$ cat config.mk
export PLATFORM = sky130hd
export DESIGN_NAME = wb_gpio_target
export DESIGN_NICKNAME = d
export VERILOG_FILES = /design/src/rtl/wb_gpio_pkg.sv /design/src/rtl/sync_2ff.sv /design/src/rtl/wb_gpio_target.sv
export SDC_FILE = /design/constraint.sdc
export NUM_CORES = 1
export LEC_CHECK = 0
export ABC_AREA = 1
export CAP_MARGIN = 40
export CORE_MARGIN = 5
export CORE_UTILIZATION = 40
export DETAILED_ROUTE_END_ITERATION = 10
export SKIP_LAST_GASP = 1
export SYNTH_ARGS = -nofsm -noshare
export SYNTH_HDL_FRONTEND = slang
export SYNTH_SLANG_ARGS = --single-unit
$ cat constraint.sdc
create_clock -name clk_i -period 1.6 [get_ports clk_i]
set_clock_uncertainty 0.1 [all_clocks]
set_input_delay 0.48 -clock clk_i [delete_from_list [all_inputs] [get_ports clk_i]]
set_output_delay 0.48 -clock clk_i [all_outputs]
set_load 0.1 [all_outputs]
$ cat src/rtl/wb_gpio_pkg.sv
// Register map, bus FSM states and byte-lane helper shared by the GPIO target.
// Pure declarations: no latency, no backpressure.
package wb_gpio_pkg;

  typedef enum logic {
    ST_IDLE = 1'b0,
    ST_ACK  = 1'b1
  } state_e;

  localparam logic [2:0] OFF_OUT      = 3'd0;
  localparam logic [2:0] OFF_DIR      = 3'd1;
  localparam logic [2:0] OFF_IN       = 3'd2;
  localparam logic [2:0] OFF_IRQ_EN   = 3'd3;
  localparam logic [2:0] OFF_IRQ_STAT = 3'd4;

  function automatic logic [31:0] lane_mask(input logic [3:0] be);
    lane_mask = {{8{be[3]}}, {8{be[2]}}, {8{be[1]}}, {8{be[0]}}};
  endfunction

endpackage

$ cat src/rtl/sync_2ff.sv
// Two-flop synchronizer for asynchronous pin inputs; 2-cycle latency.
// No handshake: samples every cycle, never stalls.
module sync_2ff #(
  parameter int WIDTH = 1
) (
  input  logic             clk_i,
  input  logic             rst_ni,
  input  logic [WIDTH-1:0] d_i,
  output logic [WIDTH-1:0] q_o
);

  logic [WIDTH-1:0] meta_q;
  logic [WIDTH-1:0] sync_q;

  always_ff @(posedge clk_i or negedge rst_ni) begin
    if (!rst_ni) begin
      meta_q <= '0;
      sync_q <= '0;
    end else begin
      meta_q <= d_i;
      sync_q <= meta_q;
    end
  end

  assign q_o = sync_q;

endmodule

$ cat src/rtl/wb_gpio_target.sv
// Wishbone GPIO target: OUT/DIR/IN/IRQ_EN/IRQ_STAT registers; ack one cycle after request.
// Always one wait state, no back-to-back acks; the master is held only by the missing ack.
module wb_gpio_target
  import wb_gpio_pkg::*;
#(
  parameter int GPIO_WIDTH = 32,
  parameter int ADDR_LSB   = 2
) (
  input  logic                  clk_i,
  input  logic                  rst_ni,
  input  logic [31:0]           wb_addr_i,
  input  logic [31:0]           wb_wdata_i,
  output logic [31:0]           wb_rdata_o,
  input  logic                  wb_wr_en_i,
  input  logic [3:0]            wb_byte_en_i,
  input  logic                  wb_stb_i,
  input  logic                  wb_cyc_i,
  output logic                  wb_ack_o,
  input  logic [GPIO_WIDTH-1:0] gpio_i,
  output logic [GPIO_WIDTH-1:0] gpio_o,
  output logic [GPIO_WIDTH-1:0] gpio_oe_o,
  output logic                  irq_o
);

  state_e state_q, state_d;

  logic [GPIO_WIDTH-1:0] out_q, out_d;
  logic [GPIO_WIDTH-1:0] dir_q, dir_d;
  logic [GPIO_WIDTH-1:0] en_q, en_d;
  logic [GPIO_WIDTH-1:0] stat_q, stat_d;
  logic [GPIO_WIDTH-1:0] prev_q;
  logic [GPIO_WIDTH-1:0] gpio_sync;
  logic [31:0]           rdata_q, rdata_d;

  logic                  take;
  logic                  wr_go;
  logic [2:0]            offset;
  logic [31:0]           mask32;
  logic [GPIO_WIDTH-1:0] wmask;
  logic [GPIO_WIDTH-1:0] wdata_w;
  logic [GPIO_WIDTH-1:0] rise;
  logic [GPIO_WIDTH-1:0] stat_clr;
  logic [GPIO_WIDTH-1:0] rd_sel;
  logic                  unused_bits;

  sync_2ff #(.WIDTH(GPIO_WIDTH)) u_sync (
    .clk_i  (clk_i),
    .rst_ni (rst_ni),
    .d_i    (gpio_i),
    .q_o    (gpio_sync)
  );

  assign offset      = wb_addr_i[ADDR_LSB+2:ADDR_LSB];
  assign take        = (state_q == ST_IDLE) && wb_cyc_i && wb_stb_i;
  assign wr_go       = take && wb_wr_en_i;
  assign mask32      = lane_mask(wb_byte_en_i);
  assign wmask       = mask32[GPIO_WIDTH-1:0];
  assign wdata_w     = wb_wdata_i[GPIO_WIDTH-1:0];
  assign unused_bits = ^{wb_addr_i, wb_wdata_i, mask32};

  always_comb begin
    state_d = state_q;
    case (state_q)
      ST_IDLE: if (wb_cyc_i && wb_stb_i) state_d = ST_ACK;
      ST_ACK:  state_d = ST_IDLE;
      default: state_d = ST_IDLE;
    endcase
  end

  // A clear and a fresh edge in the same cycle leaves the bit set.
  assign rise     = gpio_sync & ~prev_q;
  assign stat_clr = (wr_go && offset == OFF_IRQ_STAT) ? (wdata_w & wmask) : '0;
  assign stat_d   = (stat_q & ~stat_clr) | rise;

  always_comb begin
    out_d = out_q;
    dir_d = dir_q;
    en_d  = en_q;
    if (wr_go) begin
      case (offset)
        OFF_OUT:    out_d = (out_q & ~wmask) | (wdata_w & wmask);
        OFF_DIR:    dir_d = (dir_q & ~wmask) | (wdata_w & wmask);
        OFF_IRQ_EN: en_d  = (en_q  & ~wmask) | (wdata_w & wmask);
        default:    ;
      endcase
    end
  end

  always_comb begin
    rd_sel = '0;
    case (offset)
      OFF_OUT:      rd_sel = out_q;
      OFF_DIR:      rd_sel = dir_q;
      OFF_IN:       rd_sel = gpio_sync;
      OFF_IRQ_EN:   rd_sel = en_q;
      OFF_IRQ_STAT: rd_sel = stat_q;
      default:      rd_sel = '0;
    endcase
    rdata_d = (take && !wb_wr_en_i) ? 32'(rd_sel) : 32'd0;
  end

  always_ff @(posedge clk_i or negedge rst_ni) begin
    if (!rst_ni) begin
      state_q <= ST_IDLE;
      out_q   <= '0;
      dir_q   <= '0;
      en_q    <= '0;
      stat_q  <= '0;
      prev_q  <= '0;
      rdata_q <= '0;
    end else begin
      state_q <= state_d;
      out_q   <= out_d;
      dir_q   <= dir_d;
      en_q    <= en_d;
      stat_q  <= stat_d;
      prev_q  <= gpio_sync;
      rdata_q <= rdata_d;
    end
  end

  assign wb_ack_o   = (state_q == ST_ACK);
  assign wb_rdata_o = rdata_q;
  assign gpio_o     = out_q;
  assign gpio_oe_o  = dir_q;
  assign irq_o      = |(stat_q & en_q);

endmodule

# Word-level counts from Yosys, hierarchy flattened

Cells that the tools add are included.

Equal/unequal tests: 4
Reduce and logical (&&, ||, !) cells: 12
Multiplexer cells: 5
Bitwise gates (word level): 15

Operators with widths:

| cell                                          | count |
|---|---|
| bitwise AND 32 bit                            | 7 |
| one-hot mux 32 bit (5 select lines)           | 1 |
| OR 32 bit                                     | 4 |
| inverter 32 bit                               | 3 |
| 2-to-1 mux 32 bit                             | 2 |
| OR reduction 32 bit                           | 1 |
| == test 3 x 2 -> 1 bit, second input constant | 2 |
| logical AND 1 bit                             | 6 |
| AND reduction 2 bit                           | 3 |
| == test 3 x 1 -> 1 bit, second input constant | 1 |
| == test 3 bit, second input constant          | 1 |
| zero test 3 bit                               | 1 |
| one-hot mux 1 bit (2 select lines)            | 1 |
| zero test 1 bit                               | 1 |
| 2-to-1 mux 1 bit                              | 1 |
| inverter 1 bit                                | 1 |

Logic and storage cells: 45
Bits in registers: 257

# Longest topological paths before layout

Depth after elaboration: 9
Mapped depth: 8
Gate-level depth less buffers: 6

# Hierarchy

From an unflattened synthesis, not the netlist that was laid out.

Cells, all modules: 1120
Area, all modules: 10269.8 um^2

By module, submodules not included:

| module         | area an instance (um^2) | instances | cells each | sequential area each (um^2) |
|---|---|---|---|---|
| wb_gpio_target | 8668.3                  | 1         | 1056       | 4829.6 |
| sync_2ff       | 1601.5                  | 1         | 64         | 1601.5 |

# Worst setup path after synthesis

No wires, ideal clock.

Path type: register to register
From: register state_q (netlist: wb_ack_o)
To: register stat_q[30]
Buffers on the path: 2
Data required time: 1.384 ns
Cell stages (with the launch flop): 7
Library setup time: 0.116 ns
Setup slack: -0.280 ns
Arrival: 1.664 ns
Cells stage by stage: dfrtp_1 -> nor3_4 -> buf_4 -> buf_4 -> nand3b_1 -> nand2_1 -> nand2_1

Longest elaborated chain between the ends: 9

Ends and longest elaborated chain:

| what                            | RTL line              | source |
|---|---|---|
| start, declared                 | wb_gpio_target.sv:25  | `state_e state_q, state_d;` |
| start signal, assigned          | wb_gpio_target.sv:112 | `state_q <= state_d;` |
| inverter 1 bit                  | -                     |  |
| logical AND 1 bit (2 in series) | wb_gpio_target.sv:54  | `assign take = (state_q == ST_IDLE) && wb_cyc_i && wb_stb_i;` |
| logical AND 1 bit               | wb_gpio_target.sv:55  | `assign wr_go = take && wb_wr_en_i;` |
| logical AND 1 bit               | wb_gpio_target.sv:72  | `assign stat_clr = (wr_go && offset == OFF_IRQ_STAT) ? (wdata_w & wmask) : '0;` |
| 2-to-1 mux 32 bit               | wb_gpio_target.sv:72  |  |
| inverter 32 bit                 | wb_gpio_target.sv:73  | `assign stat_d = (stat_q & ~stat_clr) \| rise;` |
| bitwise AND 32 bit              | wb_gpio_target.sv:73  |  |
| OR 32 bit                       | wb_gpio_target.sv:73  |  |
| via stat_d[30]                  | wb_gpio_target.sv:30  | `logic [GPIO_WIDTH-1:0] stat_q, stat_d;` |
| end signal, assigned            | wb_gpio_target.sv:116 | `stat_q <= stat_d;` |
| end, declared                   | wb_gpio_target.sv:30  |  |

The timed path passes the listed nets, and every way through them passes these cells.
A chain may end at the register's enable or synchronous reset.

# Worst setup path after layout

From: register stat_q[4]
To: output port irq_o

Longest elaborated chain between the ends: 2

Ends and longest elaborated chain:

| what                | RTL line              | source |
|---|---|---|
| bitwise AND 32 bit  | wb_gpio_target.sv:126 | `assign irq_o = \|(stat_q & en_q);` |
| OR reduction 32 bit | wb_gpio_target.sv:126 |  |
| end, declared       | wb_gpio_target.sv:22  | `output logic irq_o` |

Every way passes these cells.

==> impl_metrics.prom <==
# TYPE chip_impl_metric gauge
chip_impl_info{name="status",value="finished, violations left"} 1
chip_impl_info{name="violated_checks",value="setup timing"} 1
chip_impl_metric{name="avgSynthCellArea",unit="um2"} 9.08
chip_impl_metric{name="synth.net_count",unit=""} 1304
chip_impl_metric{name="final_period_minus_worst_setup_slack",unit="ns"} 2.33
chip_impl_metric{name="maxCapViolations",unit=""} 0
chip_impl_metric{name="stdcell_area",unit="mm2"} 0.0176
chip_impl_metric{name="grt_pass1_vias",unit=""} 10297
chip_impl_metric{name="ant_nets",unit=""} 0
chip_impl_metric{name="p_leak",unit="nW"} 8.54
chip_impl_metric{name="synth_enable_flop_cells",unit=""} 0
chip_impl_metric{name="avg_wl_per_cell",unit="um"} 18.0
chip_impl_metric{name="post_drt_via_cell_ratio",unit=""} 5.23
chip_impl_metric{name="timing.critical_path.fanout_max",unit=""} 2
chip_impl_info{name="end_kind",value="primary output"} 1
chip_impl_info{name="critPathMostFrequentCell",value="sky130_fd_sc_hd__nand2_1"} 1
chip_impl_metric{name="synth_async_sr_flop_share",unit="%"} 100
chip_impl_info{name="cp_cell_sequence",value="nand2_1, nand2_1, nor2_2, nand2_1, nor2_4, buf_6, nand2_4, buf_12"} 1
chip_impl_metric{name="finalHoldViolCount",unit=""} 0
chip_impl_info{name="postSynth.topFlopCell",value="sky130_fd_sc_hd__dfrtp_1"} 1
chip_impl_info{name="rsz_0062_raised_after_global_routing",value="yes"} 1
chip_impl_metric{name="placementRows",unit=""} 60
chip_impl_metric{name="cts_buffers",unit=""} 27
chip_impl_metric{name="postLayoutSetupSlackWorst",unit="ns"} -0.728
chip_impl_metric{name="gr-total-overflow",unit=""} 0
chip_impl_metric{name="setup_viol",unit=""} 224
chip_impl_metric{name="drt_pass1_iterations",unit=""} 5
chip_impl_metric{name="finalNonFillerCells",unit=""} 1973
chip_impl_metric{name="die_x",unit="um"} 175
chip_impl_info{name="type_of_origin_of_the_critical_path",value="flip-flop"} 1
chip_impl_metric{name="synthDominantCellAreaShare",unit="%"} 59.1
chip_impl_metric{name="synthesis.instances",unit=""} 1199
chip_impl_metric{name="layout_worst_path_cycle_share",unit="%"} 146
chip_impl_metric{name="grt_first_pass_wirelength",unit="mm"} 56.3
chip_impl_metric{name="grt.total_usage",unit="%"} 23.0
chip_impl_metric{name="register_clock_pin_slew_on_the_reported_worst_setup_and_hold_paths",unit="ns"} 0.06
chip_impl_metric{name="worst-r2r-setup-slack",unit="ns"} -0.20
chip_impl_metric{name="worstRegToRegCells",unit=""} 8
chip_impl_metric{name="num_antenna_cells",unit=""} 0
chip_impl_metric{name="area_growth",unit="%"} 61.6
chip_impl_metric{name="max_stage_delay",unit="ns"} 0.41
chip_impl_metric{name="ys.warnings.count",unit=""} 0
chip_impl_metric{name="cts_num_sinks",unit=""} 257
chip_impl_metric{name="place_hpwl",unit="mm"} 23.4
chip_impl_metric{name="max_clock_freq",unit="MHz"} 429
chip_impl_info{name="critical-path-slowest-cell",value="sky130_fd_sc_hd__dfrtp_1"} 1
chip_impl_metric{name="vias",unit=""} 10326
chip_impl_metric{name="drt_first_iter_violations",unit=""} 706
chip_impl_metric{name="power.ir.vdd_worst",unit="V"} 0.000803
chip_impl_info{name="cts_root_buffer",value="sky130_fd_sc_hd__clkbuf_16"} 1
chip_impl_metric{name="fp.coreArea",unit="mm2"} 0.0269
chip_impl_metric{name="pin_count_of_the_biggest_net_entering_global_routing",unit=""} 49
chip_impl_metric{name="io_pins",unit=""} 203
chip_impl_info{name="critical_path.top_delay_family",value="simple AND/OR/NAND/NOR gates"} 1
chip_impl_metric{name="placedInstanceArea",unit="mm2"} 0.0154
chip_impl_info{name="tritoncts",value="yes"} 1
chip_impl_metric{name="final_layout_size_suffix_gt1_share",unit="%"} 34.6
chip_impl_metric{name="die-height",unit="um"} 175
chip_impl_metric{name="htree_levels",unit=""} 1
chip_impl_metric{name="timing.final.max_slew_violations",unit=""} 0
chip_impl_metric{name="antenna_found_initial",unit=""} 1
chip_impl_metric{name="gp_routability_congestion",unit=""} 0.873
chip_impl_metric{name="worst_tran_pin_value",unit="ns"} 0.436
chip_impl_metric{name="post_place_cells",unit=""} 1828
chip_impl_metric{name="fillers",unit=""} 2115
chip_impl_metric{name="synthesis.area",unit="mm2"} 0.0109
chip_impl_metric{name="ys_ff_latch",unit=""} 257
chip_impl_metric{name="start_util",unit="%"} 40.5
chip_impl_metric{name="arrival",unit="ns"} 1.75
chip_impl_info{name="yosys.area.top_type",value="sky130_fd_sc_hd__dfrtp_1"} 1
chip_impl_metric{name="timing.critical_path.buf_inv",unit=""} 2
chip_impl_metric{name="cp.required",unit="ns"} 1.02
chip_impl_metric{name="die_area",unit="mm2"} 0.0306
chip_impl_metric{name="slew-limit-headroom",unit="%"} 70.9
chip_impl_metric{name="hold_slack",unit="ns"} 0.236
chip_impl_info{name="r2r-start",value="wb_ack_o$_DFF_PN0_"} 1
chip_impl_metric{name="power_density_normalized_to_cell_area",unit="mW/mm2"} 1050
chip_impl_metric{name="clock_tree.buffer_depth",unit=""} 3
chip_impl_metric{name="drc",unit=""} 0
chip_impl_metric{name="totalPowerFinal",unit="W"} 0.0185
chip_impl_info{name="post_synth_most_frequent_cells",value="sky130_fd_sc_hd__nand2_1, sky130_fd_sc_hd__dfrtp_1, sky130_fd_sc_hd__nand4_1, sky130_fd_sc_hd__nand3_1, sky130_fd_sc_hd__nor2_1"} 1
chip_impl_metric{name="synth.yosys.seq_area_share",unit="%"} 59.1
chip_impl_metric{name="post_synth_cell_types",unit=""} 23
chip_impl_metric{name="final_net_count",unit=""} 1719
chip_impl_info{name="synthTopCellsByArea",value="sky130_fd_sc_hd__dfrtp_1, sky130_fd_sc_hd__nand2_1, sky130_fd_sc_hd__nand4_1, sky130_fd_sc_hd__nand3_1, sky130_fd_sc_hd__nor2_1"} 1
chip_impl_metric{name="final_util",unit="%"} 65.5
chip_impl_metric{name="wl",unit="mm"} 35.5
chip_impl_metric{name="clk_latency",unit="ns"} 0.54
chip_impl_metric{name="portBuffers",unit=""} 173
chip_impl_info{name="crit_type",value="flip-flop to primary output"} 1
chip_impl_info{name="worstHoldPathType",value="input pin to async pin"} 1
chip_impl_info{name="post-synth-top-count-cell",value="sky130_fd_sc_hd__nand2_1"} 1
per-layer routing:
| layer | track usage (%) | part of all wire [%] |
|---|---|---|
| met3 | 3.46 | 6.3 |
| met5 | 0 | 0.020 |
| met4 | 8.48 | 3.4 |
| met2 | 37.6 | 48 |
| met1 | 31.2 | 42 |
worst max path at each step:
| stage | start | slack (ns) | end | cells after the start |
|---|---|---|---|---|
| CTS | flip-flop | -0.74 | irq_o | 8 |
| finish | stat_q[4]$_DFF_PN0_ | -0.73 | irq_o | 8 |
| detailed placement | wb_wr_en_i | -0.56 | stat_q[4]$_DFF_PN0_ | 8 |
| global placement | wb_wr_en_i | -0.55 | stat_q[25]$_DFF_PN0_ | 8 |
| global route | stat_q[4]$_DFF_PN0_ | -0.80 | irq_o | 8 |
| floorplan | wb_ack_o$_DFF_PN0_ | -0.008 | flip-flop | 5 |
where the power goes:
group / total (W) / switching (W) / internal (W)
clock network: 0.00622 / 0.00249 / 0.00372
registers: 0.00734 / 0.000385 / 0.00695
logic: 0.00491 / 0.00289 / 0.00202
total: 0.0185 / 0.00577 / 0.0127
cells by family after synthesis:
group | after synthesis | share of synthesized area, %
AOI/OAI and AO/OA | 2 | 0.115
buffers and inverters | 120 | 5.50
DFF | 257 | 59.1
and+or+nand+nor | 820 | 35.3
cells in the final DEF (no fill, tap or decap), types with 28 or more instances in the layout:
| cell type | count |
|---|---|
| sky130_fd_sc_hd__nand3_1 | 127 |
| sky130_fd_sc_hd__nand2_2 | 63 |
| sky130_fd_sc_hd__inv_1 | 33 |
| sky130_fd_sc_hd__buf_4 | 232 |
| sky130_fd_sc_hd__clkdlybuf4s50_1 | 71 |
| sky130_fd_sc_hd__buf_12 | 134 |
| sky130_fd_sc_hd__nand3b_1 | 32 |
| sky130_fd_sc_hd__dfrtp_1 | 222 |
| sky130_fd_sc_hd__dfrtp_2 | 34 |
| sky130_fd_sc_hd__nand4_1 | 129 |
| sky130_fd_sc_hd__nor2_1 | 70 |
| sky130_fd_sc_hd__nand2_1 | 375 |
| sky130_fd_sc_hd__clkbuf_16 | 28 |
what timing repair did:
item / in CTS / in global routing
hold endpoints to repair: 119 / 0
hold buffers: 1 / 0
gates resized for setup: 61 / 99
pin swaps: 14 / 37
setup endpoints to repair: 124 / 226
cloned: 7 / 1
setup buffers: 76 / 20
through the flow:
step                TNS [ns]  setup slack [ns]
floorplan             -0.313          -0.00792
detailed placement    -72.41            -0.562
CTS                   -28.51            -0.740
global placement      -68.20            -0.549
global route          -33.68            -0.797
finish                -22.09            -0.728
area by class of cell:
class	instances	area [um2]	share of cell area, %
Multi-Input combinational cell	822	4110	23.4
Clock inverter	7	85.1	0.483
Sequential cell	257	6480	36.8
Timing Repair Buffer	468	5560	31.6
Inverter	38	146	0.832
Clock buffer	40	795	4.51
Tap cell	341	427	2.42
No activity file was read; power rests on OpenSTA's default activity.
==> RTL edit, RTL diff (same flow settings) <==
`en_q` and `rdata_q` no longer have a reset.
--- a/src/rtl/wb_gpio_target.sv
+++ b/src/rtl/wb_gpio_target.sv
@@ -106,6 +106,4 @@
       dir_q   <= '0;
-      en_q    <= '0;
       stat_q  <= '0;
       prev_q  <= '0;
-      rdata_q <= '0;
     end else begin
@@ -114,7 +112,10 @@
       dir_q   <= dir_d;
-      en_q    <= en_d;
       stat_q  <= stat_d;
       prev_q  <= gpio_sync;
-      rdata_q <= rdata_d;
     end
+  end
+
+  always_ff @(posedge clk_i) begin
+    en_q    <= en_d;
+    rdata_q <= rdata_d;
   end
Behaviour: not the same (a bounded check fails within 4 cycles, from zero or initial values and one cycle with rst_ni low).
==> RTL edit against the original RTL <==
The run still ends with setup timing left. Setup slack better by 43 ps. Cell count shrank 5.9%. Via count fell by 6.4%. Final area fell by 3.9%. Area after synthesis decreased by 5.7%. Sequential share of layout area is 1.7 points higher. Wire length decreased by 2.2%. Critical path depth is 1 lower. Total power shrank 5.6%. Sequential cell count unchanged. Fmax rose by 1.9%. Largest power group unchanged. Highest routed layer unchanged.
==> RTL edit: results (changes against the original RTL) <==
----------------------------------------------------
[GRT]
  Global-route met3 utilization ... 4.34% (+0.88 points)
  Via count of the first global-routing pass ... 9853 (-4.3%)
  GR Util met2 ... 39.9% (+2.3 points)
  Pin count of the biggest net entering global routing ... 37 (-24%)
  Wire length of the first global-routing pass ... 53900 microns (-4.2%)
  Total global-route track usage ... 23.7% (+0.73 points)
  Met1 routing resource usage after global routing ... 31.1% (-0.11 points)

[Synthesis]
  Top cell types by occurrence after synthesis ... 312 x sky130_fd_sc_hd__nand2_1, 193 x sky130_fd_sc_hd__dfrtp_1, 163 x sky130_fd_sc_hd__nand3_1
  Number of nets in the synthesized netlist ... 1230 (-5.7%)
  Post-synthesis cell count ... 1125 (-6.2%)
  Largest cells by area after synthesis ... sky130_fd_sc_hd__dfrtp_1 47%, sky130_fd_sc_hd__nand2_1 11%, sky130_fd_sc_hd__edfxtp_1 9.4%
  Number of flops mapped to enable cells by yosys ... 32 (+32)
  Fraction of registers with async set or reset after synthesis ... 75.1% (-25 points)

[Cells and area]
  Post-route non-filler standard cell count ... 1856 (-5.9%)
  Ratio of cells with drive above 1 in the final layout ... 36.5% (+1.9 points)
  Number of nets in the layout ... 1611 (-6.3%)

[Clock tree]
  Post-CTS Setup Repair Bufs ... 79 (+3.9%)
  # resized after CTS ... 149 (+140%)
  Skew-Pair Late Insertion Delay ... 530 ps
  CTS buffer count ... 27 (unchanged)

[STA]
  Transition time at the pin with the least slew margin ... 408 ps (-28.2 ps)
  Worst hold slack ... 246 ps (+9.28 ps)
  Post-route setup TNS ... -31000 ps (-8910 ps)
  Final setup violation count ... 226 (+0.89%)
  Fin worst setup slack ... -685 ps (+43.4 ps)

[Pwr]
  Sequential fraction of design power ... 41.9% (+2.2 points)
  Power density relative to cell area ... 1030 nW/um^2 (-1.8%)
  Max VDD drop ... 1.03 mV (+28%)
  Leakage power ... 0.00793 uW (-7.2%)
  Relative contribution of combinational cells to total power ... 24.9% (-1.7 points)
  Switching pwr ... 5420 uW (-6.1%)

[Place]
  Pre-CTS worst setup slack ... -624 ps (-62.0 ps)
  Post-placement cell area ... 14500 sq um (-5.7%)
  Cell count after placement ... 1712 (-6.3%)
  Half-perimeter wire length of the detailed placement result ... 22300 microns (-4.8%)
  Gp weighted congestion ... 0.828 (-5.2%)

[Run status]
  Run status ... finished with violations
  Violations in the final reports ... setup timing

[Critical path]
  Setup slack of the most critical reg-to-reg path ... -250 ps (-50 ps)
  Critical Path AT ... 1700 ps (-50 ps)
  Count of cells along the worst register-to-register path ... 9 (+1)
  Slowest library cell on the worst path ... sky130_fd_sc_hd__edfxtp_1

[Routing]
  First-pass detailed-route iteration total ... 5 (unchanged)
  Routed wire length on met2 ... 17200 microns (+1.2%)
  Total via count after detailed routing ... 9662 (-6.4%)
  Iter 0 DRT Violations ... 805 (+14%)
  Average routed wire per standard cell ... 18.7 microns (+4.0%)
  DRT met1 WL ... 13900 microns (-7.3%)

[Worst hold path]
  Tightest Hold Check Type ... reg2reg

----------------------------------------------------
RTL edit: cells by family (layout without fill, tap and decap cells):
logic type	count (synthesis)	in the layout	share of synthesized area (%)
AO/OA/AOI/OAI	32	32	1.56
AND/OR/NAND/NOR	661	661	28.9
flip-flops	257	257	62.6
buffers and inverters	175	576	6.87
RTL edit: worst register-to-register path, stage by stage (launching register included):
cell	delay, ps
sky130_fd_sc_hd__dfrtp_4	470
sky130_fd_sc_hd__nand3b_1	220
sky130_fd_sc_hd__nor2_4	180
sky130_fd_sc_hd__buf_12	130
sky130_fd_sc_hd__buf_6	100
sky130_fd_sc_hd__buf_12	120
sky130_fd_sc_hd__buf_12	110
sky130_fd_sc_hd__nand3_4	140
sky130_fd_sc_hd__nand2_2	120
sky130_fd_sc_hd__nand2_2	50
RTL edit: how the worst min path moves through the flow:
| stage | startpoint | to | depth (start not counted) |
|---|---|---|---|
| 4_1_cts | u_sync.meta_q[5]$_DFF_PN0_ | u_sync.q_o[5]$_DFF_PN0_ | 0 |
| 5_1_grt | u_sync.meta_q[30]$_DFF_PN0_ | u_sync.q_o[30]$_DFF_PN0_ | 0 |
| 3_5_place_dp | u_sync.meta_q[25]$_DFF_PN0_ | u_sync.q_o[25]$_DFF_PN0_ | 0 |
| 3_3_place_gp | u_sync.meta_q[30]$_DFF_PN0_ | u_sync.q_o[30]$_DFF_PN0_ | 0 |
| 6_report | u_sync.meta_q[5]$_DFF_PN0_ | u_sync.q_o[5]$_DFF_PN0_ | 0 |
| 2_1_floorplan | rst_ni | asynchronous set/reset pin | 0 |
RTL edit: area by class of cell:
cell class,count,area (sq um)
Inverter,106,398
Sequential cell,257,6510
Timing Repair Buffer,421,5140
Clock inverter,4,15.0
Fill cell,1916,8340
Clock buffer,45,795
Multi-Input combinational cell,693,3640
Tap cell,330,413
